## config.mk

```make
export PLATFORM = sky130hd
export DESIGN_NAME = flex_counter_mc
export DESIGN_NICKNAME = d
export VERILOG_FILES = /design/src/rtl/flex_counter_mc.sv
export SDC_FILE = /design/constraint.sdc
export NUM_CORES = 1
export LEC_CHECK = 0
export BUFFER_PORTS_ARGS = -buffer_cell sky130_fd_sc_hd__buf_4
export CAP_MARGIN = 20
export CORE_MARGIN = 2
export CORE_UTILIZATION = 54
export DETAILED_ROUTE_END_ITERATION = 8
export GPL_ROUTABILITY_DRIVEN = 1
export GPL_TIMING_DRIVEN = 1
export MAX_ROUTING_LAYER = met4
export PLACE_DENSITY_LB_ADDON = 0.12
export SLEW_MARGIN = 25
export SYNTH_ARGS = -nofsm -noshare
export SYNTH_HDL_FRONTEND = slang
export SYNTH_SLANG_ARGS = --single-unit
```

## constraint.sdc

```tcl
create_clock -name clk -period 5.5 [get_ports clk]
set_input_delay 0.275 -clock clk [delete_from_list [all_inputs] [get_ports clk]]
set_output_delay 0.275 -clock clk [all_outputs]
set_load 0.01 [all_outputs]
```

## src/rtl/flex_counter_mc.sv

```systemverilog
// Multi-channel flexible counter: per-channel clear/load/enable, wrap or one-shot rollover.
// Define FLEX_CNT_TC_PULSE_EN to add the per-channel tc_pulse output.
module flex_counter_mc #(
  parameter int unsigned NUM_CNT_BITS = 4,
  parameter int unsigned NUM_CH       = 2
) (
  input  logic                           clk,
  input  logic                           n_rst,
  input  logic [NUM_CH-1:0]              clear,
  input  logic [NUM_CH-1:0]              load,
  input  logic [NUM_CH-1:0]              count_enable,
  input  logic [NUM_CH-1:0]              one_shot,
  input  logic [NUM_CH*NUM_CNT_BITS-1:0] load_val,
  input  logic [NUM_CH*NUM_CNT_BITS-1:0] rollover_val,
  output logic [NUM_CH*NUM_CNT_BITS-1:0] count_out,
  output logic [NUM_CH-1:0]              rollover_flag,
  output logic                           any_flag
`ifdef FLEX_CNT_TC_PULSE_EN
  ,
  output logic [NUM_CH-1:0]              tc_pulse
`endif
);

  localparam int unsigned N  = NUM_CNT_BITS;
  localparam int unsigned TW = NUM_CH * NUM_CNT_BITS;

  logic [TW-1:0]     cnt_q, cnt_d;
  logic [NUM_CH-1:0] flag_q, flag_d;

  for (genvar i = 0; i < NUM_CH; i++) begin : g_ch
    logic [N-1:0] cur, rv, lv, inc, nxt;
    logic         f_nxt;

    assign cur = cnt_q[i*N +: N];
    assign rv  = rollover_val[i*N +: N];
    assign lv  = load_val[i*N +: N];
    assign inc = cur + N'(1);

    // Priority: clear > load > enable > hold; R == 0 disables counting.
    always_comb begin
      nxt   = cur;
      f_nxt = flag_q[i];
      if (clear[i]) begin
        nxt   = '0;
        f_nxt = 1'b0;
      end else if (load[i]) begin
        nxt   = lv;
        f_nxt = (lv == rv) && (rv != '0);
      end else if (count_enable[i]) begin
        if (rv == '0) begin
          nxt   = cur;
          f_nxt = 1'b0;
        end else if (cur >= rv) begin
          nxt   = one_shot[i] ? cur : N'(1);
          f_nxt = one_shot[i] ? 1'b1 : (N'(1) == rv);
        end else begin
          nxt   = inc;
          f_nxt = (inc == rv);
        end
      end
    end

    assign cnt_d[i*N +: N] = nxt;
    assign flag_d[i]       = f_nxt;
  end

  always_ff @(posedge clk or negedge n_rst) begin
    if (!n_rst) begin
      cnt_q  <= '0;
      flag_q <= '0;
    end else begin
      cnt_q  <= cnt_d;
      flag_q <= flag_d;
    end
  end

`ifdef FLEX_CNT_TC_PULSE_EN
  logic [NUM_CH-1:0] pulse_q, pulse_d;

  // One-cycle pulse on each rising edge of a channel's flag.
  assign pulse_d = flag_d & ~flag_q;

  always_ff @(posedge clk or negedge n_rst) begin
    if (!n_rst) pulse_q <= '0;
    else        pulse_q <= pulse_d;
  end

  assign tc_pulse = pulse_q;
`endif

  assign count_out     = cnt_q;
  assign rollover_flag = flag_q;
  assign any_flag      = |flag_q;

endmodule
```

==> results by group, run 1 <==
GRT
  – GRT Overall Usage: 26.69%
  – Vias in the first global route: 1125
  – Grt ovf: 0
  – First-pass GRT wire length: 5.037 mm
  – Largest net degree at the start of global routing: 15
  – Initial antenna violation count: 0

Drt
  – Vias/cell: 5.828
  – Routed wl met3: 277 um
  – Via count: 1183
  – WL met2: 1.263 mm
  – Iter 0 DRT Violations: 66
  – DR WL/cell: 14.57 um
  – DRT Pass-1 Iters: 4
  – Final wirelength: 2.958 mm
  – Met1 wire length: 1.390 mm
  – Highest Signal Layer: met4
  – Final ANT Viol Nets: 0
  – # DRC: 0

Hold path
  – Hold path depth: 2
  – Hold path endpoint: count_out[2]$_DFFE_PN0P_
  – Worst hold start: clear[0]
  – HP Class: input port to register

STA
  – RSZ-0062 raised after global routing: no
  – Setup Viol. Count Final: 0
  – Final min period: 2.261 ns
  – Hold Vio Cnt, Final: 0
  – Max-slew violations: 0
  – Maximum clock rate: 442.2 MHz
  – Setup TNS: 0 ns
  – Worst slew pin tran: 0.5791 ns
  – Final period util: 41.11%
  – Setup Skew: 0.0006133 ns
  – Slew margin rel.: 61.04%

Critical path
  – Reg2Reg Setup Slack: 3.24 ns
  – Worst Setup Path Type: register to register
  – R2r endpoint: count_out[0]$_DFFE_PN0P_
  – CP Max Fanout: 6
  – Reg2reg path depth: 7
  – Worst r2r src: count_out[0]$_DFFE_PN0P_
  – Crit path DAT: 2.43 ns
  – Crit. End Element: register
  – Worst EP required: 5.67 ns
  – CP startpoint kind: register

Layout
  – Final cell count without fillers: 203
  – Share of post-route cells with drive strength above 1: 26.14%
  – # diodes: 0
  – Most frequent cells in the layout: 36 x buf_4, 15 x inv_1, 12 x xor2_1
  – Finished Cell Area: 1483 um2
  – Layout Utilization: 74.81%
  – Commonest non-fill, non-tap cell in the layout: buf_4
  – Nets: 214
  – Area grow syn2layout: 28.52%

Synthesis
  – Synthesized cell area: 1154 um2
  – Primary FF master, synth: dfrtp_1
  – Number of synthesized flops with an enable pin: 0
  – Syn Area/Cell: 8.359 um2
  – Synth Register Bits: 10
  – Syn Inst Count: 138
  – Synth unique cells: 40
  – Sequential fraction of the synthesis area: 21.69%
  – Async SR Flop Fraction: 100.0%
  – Synthesis Warnings: 0
  – Syn nets: 174

Pwr
  – Total power: 0.0002613 W
  – Worst VDD drop: 181.9 uV
  – Leak pwr: 0.7172 nW
  – Power per cell area: 176.2 nW/um2

Clock tree
  – Cts hold-fix bufs: 1
  – TritonCTS clock tree: built
  – Clk_lat worst skew: 0.27 ns
  – H-Tree Depth: 1
  – CTS clk-pin slew, worst paths: 0.07 ns
  – Resized Gates After CTS: 0
  – Root Buffer: clkbuf_4
  – # Post-CTS Setup Buffers: 0
  – Longest Clk Path Bufs: 2
  – # clock sinks: 10
  – TritonCTS Buffers: 3

Die
  – Die width: 50.22 um
  – Core Area: 1982 um2
  – Top-Level Pins: 37
  – Cell Rows: 16
  – DIE AREA: 2522 um2
  – Starting Density: 58.21%
  – Die Y: 50.22 um

Placement
  – Cell Count Post-Placement: 199
  – Placed Area: 1450 um2
  – RD Place Congestion: 0.9436
  – PortBufs: 36
  – HPWL Detailed: 2.482 mm

Run
  – Max cap viols: 0

Run status
  – Status: complete, no violations
## cell usage after synthesis, types with 2 or more instances
cell type	instances	area, um2
and3_1	3	18.77
nor4_1	7	43.79
ha_1	10	125.1
nor4b_1	2	17.52
xnor2_1	2	17.52
xor2_1	12	105.1
a31oi_1	3	18.77
nor3_1	6	30.03
or3_1	3	18.77
nor2_1	7	26.28
dfrtp_1	10	250.2
nand2_1	5	18.77
a221oi_1	5	43.79
or2_2	3	18.77
a21oi_1	6	30.03
o21a_1	2	15.01
nor2b_1	6	37.54
nand3_1	3	15.01
inv_1	15	56.30
o21ai_0	4	20.02
clkbuf_1	2	7.510
o41ai_1	2	17.52
o21ai_1	2	10.01
xnor3_1	2	45.04
## kinds of logic after synthesis
| group | after synthesis | share of synthesized area (%) |
|---|---|---|
| AOI/OAI and AO/OA | 33 | 21.59 |
| xor gates and xnor gates | 16 | 14.53 |
| adders and majority gates | 10 | 10.85 |
| buffers and inverters | 18 | 5.856 |
| DFF | 10 | 21.69 |
| and+or+nand+nor | 51 | 25.49 |
## critical path, stage by stage, from the launching register on
cell and delay (ns):
dfrtp_1 0.44, inv_1 0.07, ha_1 0.30, nand2b_4 0.16, a2111oi_4 0.50, nor3b_1 0.13
or3_1 0.32, a221oi_1 0.24
## layer usage
layer	vias up	global-route usage [%]
li1	590	-
met1	526	40.04
met2	63	37.50
met3	4	2.381
met4	0	8.796
met5	-	-
## worst max-delay path by stage
stage / end / slack [ns] / startpoint / cells past startpoint
after detailed placement: count_out[3]$_DFFE_PN0P_ / 3.26 / count_out[0]$_DFFE_PN0P_ / 7
after floorplan: count_out[2]$_DFFE_PN0P_ / 3.39 / count_out[0]$_DFFE_PN0P_ / 7
after global placement: count_out[3]$_DFFE_PN0P_ / 3.35 / count_out[0]$_DFFE_PN0P_ / 7
after global routing: count_out[3]$_DFFE_PN0P_ / 3.00 / count_out[0]$_DFFE_PN0P_ / 7
after CTS: count_out[3]$_DFFE_PN0P_ / 3.25 / count_out[0]$_DFFE_PN0P_ / 7
final: count_out[0]$_DFFE_PN0P_ / 3.24 / count_out[0]$_DFFE_PN0P_ / 7
## report_power, final
group	internal, W	total, W	switching, W
combinational	0.0000610	0.000122	0.0000614
clock	0.0000251	0.0000498	0.0000246
sequential	0.0000795	0.0000891	0.00000961
## area by class of cell
class | instances | area [um2]
multi-input cells | 110 | 835.8
fillers | 148 | 499.2
repair buffers | 37 | 280.3
flip-flops and latches | 10 | 250.2
inverters | 16 | 60.06
well taps | 27 | 33.78
clock buffers | 3 | 22.52
## per-stage QoR
| stage | hold WS (ns) | setup WS, ns |
|---|---|---|
| floorplan | -0.02059 | 3.390 |
| global placement | 0.1076 | 3.348 |
| detailed placement | 0.1104 | 3.256 |
| CTS | 0.2012 | 3.246 |
| global route | 0.2118 | 3.002 |
| finish | 0.2051 | 3.239 |
## sequential cells by signal, indices dropped and copies added (netlist names)
signal,cells
count_out,8
rollover_flag,2
No activity file was read; power rests on OpenSTA's default activity.
==> run 2: changes to the inputs <==
Settings changed: CORE_UTILIZATION 54 to 51.
Clock period 5.5 ns to 2.3 ns, I/O delays scaled along.
==> run 2 against run 1 <==
  * Design area up 2.0%
  * Flip-flop and latch count unchanged
  * Clock-buffer cell count increased by 1
  * Die area increased by 5.4%
  * Worst setup slack got worse by 3.2 ns
  * Critical path depth unchanged
  * Total power rose to 2.6 times the previous value
  * Hold slack worse by 0.16 ns
  * Register-to-register slack lost 3.2 ns
  * Cell count rose by 2.0%
  * Critical path type unchanged
  * Critical endpoint unchanged
==> results by group, run 2 (same netlist as run 1, synthesis figures left out) <==
Layout
  – Footprint of the multi-input gates: 835.8 um2
  – Max reg flops: 8
  – # diodes: 0
  – Most frequent cells in the layout: 38 x buf_4, 15 x inv_1, 12 x xor2_1
  – Reg area: 250.2 um2
  – Fillers: 192
  – Commonest non-fill, non-tap cell in the layout: buf_4
  – Area grow syn2layout: 31.13%
  – Share of post-route cells with drive strength above 1: 27.37%
  – Layout Utilization: 69.72%
  – Nets: 216

GRT
  – Grt ovf: 0
  – Largest net degree at the start of global routing: 15
  – Initial antenna violation count: 0
  – GRT Overall Usage: 27.47%
  – First-pass GRT wire length: 5.216 mm
  – Vias in the first global route: 1184

Placement
  – Setup Slack @ Placement: 0.08764 ns
  – HPWL Detailed: 2.783 mm
  – RD Place Congestion: 0.8607
  – PortBufs: 36

Clock tree
  – TritonCTS Buffers: 3
  – Resized Gates After CTS: 0
  – H-Tree Depth: 1
  – TritonCTS clock tree: built
  – # clock sinks: 10
  – Longest Clk Path Bufs: 2
  – Root Buffer: clkbuf_4
  – Clk_lat worst skew: 0.27 ns
  – CTS clk-pin slew, worst paths: 0.07 ns

Run status
  – Status: complete, no violations

Hold path
  – Hold path endpoint: count_out[4]$_DFFE_PN0P_
  – Hold path depth: 2
  – Worst hold start: clear[1]
  – HP Class: input port to register

Drt
  – # DRC: 0
  – DRT Pass-1 Iters: 4
  – Iter 0 DRT Violations: 37
  – Via count: 1221
  – DR WL/cell: 16.14 um
  – Final ANT Viol Nets: 0
  – Vias/cell: 5.899
  – Final wirelength: 3.342 mm

STA
  – Hold Vio Cnt, Final: 0
  – Slew margin rel.: 56.81%
  – Max-slew violations: 0
  – Final min period: 2.241 ns
  – RSZ-0062 raised after global routing: no
  – Setup Viol. Count Final: 0
  – Final worst slack: 0.05924 ns
  – Final period util: 97.42%
  – Setup TNS: 0 ns
  – Worst slew pin tran: 0.6420 ns
  – Setup Skew: 0.006884 ns
  – Maximum clock rate: 446.3 MHz

Pwr
  – Leak pwr: 0.7346 nW
  – Power per cell area: 444.4 nW/um2
  – Worst VDD drop: 374.3 uV

Die
  – Cell Rows: 17
  – Top-Level Pins: 37
  – Die Y: 51.56 um
  – DIE AREA: 2658 um2
  – Starting Density: 53.17%
  – Die width: 51.56 um
  – Core Area: 2170 um2

Critical path
  – R2r endpoint: count_out[0]$_DFFE_PN0P_
  – Worst EP required: 2.45 ns
  – Worst r2r src: count_out[0]$_DFFE_PN0P_
  – Reg2reg path depth: 7
  – Crit. End Element: register
  – CP Max Fanout: 6
  – Reg2Reg Setup Slack: 0.06 ns
  – Crit path DAT: 2.39 ns
  – Worst Setup Path Type: register to register
  – CP startpoint kind: register

Run
  – Max cap viols: 0
==> run 2: cell types whose count changed in the layout (fill, tap and decap cells not counted) <==
cell      before  now
buf_4         36   38
clkbuf_8       0    1
==> run 2: worst max path at each step <==
stage	startpoint	endpoint	slack (ns)	cells past startpoint
2_1_floorplan	count_out[0]$_DFFE_PN0P_	count_out[2]$_DFFE_PN0P_	0.19	7
3_3_place_gp	count_out[0]$_DFFE_PN0P_	count_out[0]$_DFFE_PN0P_	0.26	7
3_5_place_dp	count_out[0]$_DFFE_PN0P_	count_out[0]$_DFFE_PN0P_	0.09	7
4_1_cts	count_out[0]$_DFFE_PN0P_	count_out[0]$_DFFE_PN0P_	0.07	7
5_1_grt	count_out[0]$_DFFE_PN0P_	count_out[0]$_DFFE_PN0P_	0.002	7
6_report	count_out[0]$_DFFE_PN0P_	count_out[0]$_DFFE_PN0P_	0.06	7
==> run 2: layout make-up <==
class | count | share of cell area [%]
Multi-Input combinational cell | 110 | 55.25
Timing Repair Buffer | 39 | 19.52
Sequential cell | 10 | 16.54
Inverter | 16 | 3.970
Tap cell | 28 | 2.316
Clock buffer | 4 | 2.399
==> run 2: worst max-delay path, stage by stage (launching register included) <==
cell and delay (ns):
dfrtp_1 0.35, inv_1 0.05, ha_1 0.29, nand2b_4 0.16
a2111oi_4 0.51, nor3b_1 0.14, or3_1 0.35, a221oi_1 0.28
==> run 2: what timing repair did <==
action,in CTS,in global routing
hold buffers,1,0
setup endpoints to repair,0,0
setup buffers,0,0
endpoints found under the hold margin,10,0
==> run 2: power breakdown <==
part	internal [W]	switching [W]	leakage, nW
sequential	0.000190	0.0000188	0.131
clock	0.0000961	0.0000617	0.0210
combinational	0.000150	0.000156	0.583
==> run 2: metrics by stage <==
stage | total power [W] | hold slack (ns) | cells | instance area [um2]
2_1_floorplan | 0.0003881 | -0.1806 | 138 | 1154
3_3_place_gp | 0.0005042 | -0.05219 | 202 | 1466
3_5_place_dp | 0.0005127 | -0.05070 | 202 | 1466
4_1_cts | 0.0006696 | 0.05113 | 207 | 1513
5_1_grt | 0.0007118 | 0.05418 | 207 | 1513
6_report | 0.0006722 | 0.04769 | 207 | 1513
==> run 2: routing by layer <==
| metal | wire [um] | global-route usage [%] | vias up |
|---|---|---|---|
| met3 | 125 | 2.011 | 13 |
| met1 | 1288 | 26.69 | 563 |
| met4 | 106 | 10.96 | 0 |
| met2 | 1821 | 55.34 | 50 |
| met5 | 0 | - | - |
| li1 | - | - | 595 |
==> run 3: changes to the inputs <==
Settings changed: BUFFER_PORTS_ARGS -buffer_cell sky130_fd_sc_hd__buf_4 to -buffer_cell sky130_fd_sc_hd__buf_2.
==> run 3 against run 2 <==
  * Sequential share of layout area rose by 1.3 points
  * Register-to-register slack improved by 0.10 ns
  * Flip-flop and latch count did not move
  * Critical path depth did not move
  * Critical endpoint unchanged
==> results by group, run 3 (same netlist as run 1, synthesis figures left out) <==
Critical path
  – Reg2Reg Setup Slack: 0.16 ns
  – Crit. End Element: register
  – Reg2reg path depth: 7
  – CP startpoint kind: register
  – Slowest stage delay, CP: 0.48 ns
  – CP Buf/Inv Count: 1
  – Worst Setup Path Type: register to register
  – R2r endpoint: count_out[0]$_DFFE_PN0P_
  – Worst EP required: 2.44 ns
  – Critical-path cell list: inv_1 > ha_1 > nand2b_4 > a2111oi_4 > nor3b_1 > or3_1 > a221oi_1
  – Worst r2r src: count_out[0]$_DFFE_PN0P_
  – CP Max Fanout: 6
  – Critical path's top delay family: compound AO/OA/AOI/OAI gates
  – Crit path DAT: 2.28 ns
  – CP max-delay cell: a2111oi_4

STA
  – Maximum clock rate: 468.0 MHz
  – Setup Viol. Count Final: 0
  – Hold Vio Cnt, Final: 0
  – RSZ-0062 raised after global routing: no
  – Final period util: 92.90%
  – Worst slew pin tran: 0.5819 ns
  – Final min period: 2.137 ns
  – Setup TNS: 0 ns
  – Max-slew violations: 0
  – Setup Skew: 0.003654 ns
  – Slew margin rel.: 60.85%

Layout
  – Most frequent cells in the layout: 36 x buf_2, 15 x inv_1, 12 x xor2_1
  – # diodes: 0
  – Nets: 215
  – Area grow syn2layout: 21.47%
  – Max reg flops: 8
  – Reg area: 250.2 um2
  – Share of post-route cells with drive strength above 1: 26.55%
  – Commonest non-fill, non-tap cell in the layout: buf_2
  – Footprint of the multi-input gates: 835.8 um2
  – Fillers: 198
  – Layout Utilization: 64.59%
  – Finished Cell Area: 1401 um2

Pwr
  – Clock network fraction of total power: 18.5%
  – Power per cell area: 425.7 nW/um2
  – Leak pwr: 0.6978 nW
  – Comb pwr share: 46.1%
  – Seq pwr share: 35.4%
  – Sw power: 0.0002199 W
  – Worst VDD drop: 463.2 uV
  – Internal power: 0.0003766 W
  – Sw frac: 36.86%

GRT
  – Grt ovf: 0
  – First-pass GRT wire length: 5.078 mm
  – Vias in the first global route: 1163
  – GRT Overall Usage: 25.96%
  – Largest net degree at the start of global routing: 15
  – Initial antenna violation count: 0

Drt
  – Via count: 1221
  – DR WL/cell: 14.72 um
  – DRT Pass-1 Iters: 4
  – Final ANT Viol Nets: 0
  – Vias/cell: 5.956
  – Final wirelength: 3.018 mm
  – Iter 0 DRT Violations: 25
  – # DRC: 0

Run status
  – Status: complete, no violations

Hold path
  – HP Class: input port to register
  – Hold path depth: 2
  – Worst hold start: clear[1]
  – Hold path endpoint: count_out[4]$_DFFE_PN0P_

Clock tree
  – Root Buffer: clkbuf_4
  – TritonCTS clock tree: built
  – TritonCTS Buffers: 3
  – # Post-CTS Setup Buffers: 0
  – Resized Gates After CTS: 0
  – # clock sinks: 10
  – Longest Clk Path Bufs: 2
  – CTS clk-pin slew, worst paths: 0.06 ns
  – Cts hold-fix bufs: 1
  – Clk_lat worst skew: 0.25 ns
  – H-Tree Depth: 1

Die
  – Die Y: 51.56 um
  – Die width: 51.56 um
  – Cell Rows: 17
  – DIE AREA: 2658 um2
  – Core Area: 2170 um2
  – Starting Density: 53.17%
  – Top-Level Pins: 37

Placement
  – RD Place Congestion: 0.8958
  – PortBufs: 36
  – Placed Area: 1369 um2
  – HPWL Detailed: 2.519 mm

Run
  – Max cap viols: 0
==> run 3: changes by cell type in the layout (fill, tap and decap cells not counted), sizes merged <==
cell,delta
buf,-1
clkbuf,-1
==> run 3: how the worst max path moves through the flow <==
| stage | start | to | slack (ns) | cells after the start |
|---|---|---|---|---|
| 2_1_floorplan | count_out[0]$_DFFE_PN0P_ | count_out[2]$_DFFE_PN0P_ | 0.19 | 7 |
| 3_3_place_gp | count_out[0]$_DFFE_PN0P_ | count_out[2]$_DFFE_PN0P_ | 0.26 | 7 |
| 3_5_place_dp | count_out[0]$_DFFE_PN0P_ | count_out[0]$_DFFE_PN0P_ | 0.17 | 7 |
| 4_1_cts | count_out[0]$_DFFE_PN0P_ | count_out[0]$_DFFE_PN0P_ | 0.16 | 7 |
| 5_1_grt | count_out[0]$_DFFE_PN0P_ | count_out[3]$_DFFE_PN0P_ | 0.02 | 7 |
| 6_report | count_out[0]$_DFFE_PN0P_ | count_out[0]$_DFFE_PN0P_ | 0.16 | 7 |
==> run 3: layout make-up <==
| class | instances | area share [%] |
|---|---|---|
| inverters | 16 | 4.286 |
| repair buffers | 38 | 14.11 |
| well taps | 28 | 2.500 |
| multi-input cells | 110 | 59.64 |
| flip-flops and latches | 10 | 17.86 |
| clock buffers | 3 | 1.607 |
==> run 3: per-stage QoR <==
| stage | setup slack, ns | hold slack (ns) | power (W) | cells |
|---|---|---|---|---|
| floorplan | 0.1901 | -0.1806 | 0.0003881 | 138 |
| global placement | 0.2587 | -0.01713 | 0.0004799 | 201 |
| detailed placement | 0.1715 | -0.02005 | 0.0004847 | 201 |
| CTS | 0.1592 | 0.08292 | 0.0005998 | 205 |
| global route | 0.01780 | 0.1092 | 0.0006445 | 205 |
| finish | 0.1634 | 0.08851 | 0.0005965 | 205 |
==> run 3: per-layer routing <==
| layer | wire length, um | track usage (%) | vias to the layer above |
|---|---|---|---|
| met5 | 0 | - | - |
| met4 | 68 | 8.772 | 0 |
| met3 | 118 | 4.598 | 8 |
| met2 | 1624 | 47.65 | 39 |
| met1 | 1207 | 28.15 | 579 |
| li1 | - | - | 595 |
==> run 3: power groups by stage <==
stage	clock network [W]	logic (W)	registers, W
floorplan	0	0.000172	0.000216
global placement	0	0.000267	0.000213
detailed placement	0	0.000271	0.000213
CTS	0.000116	0.000274	0.000210
global route	0.000124	0.000307	0.000213
finish	0.000110	0.000275	0.000211
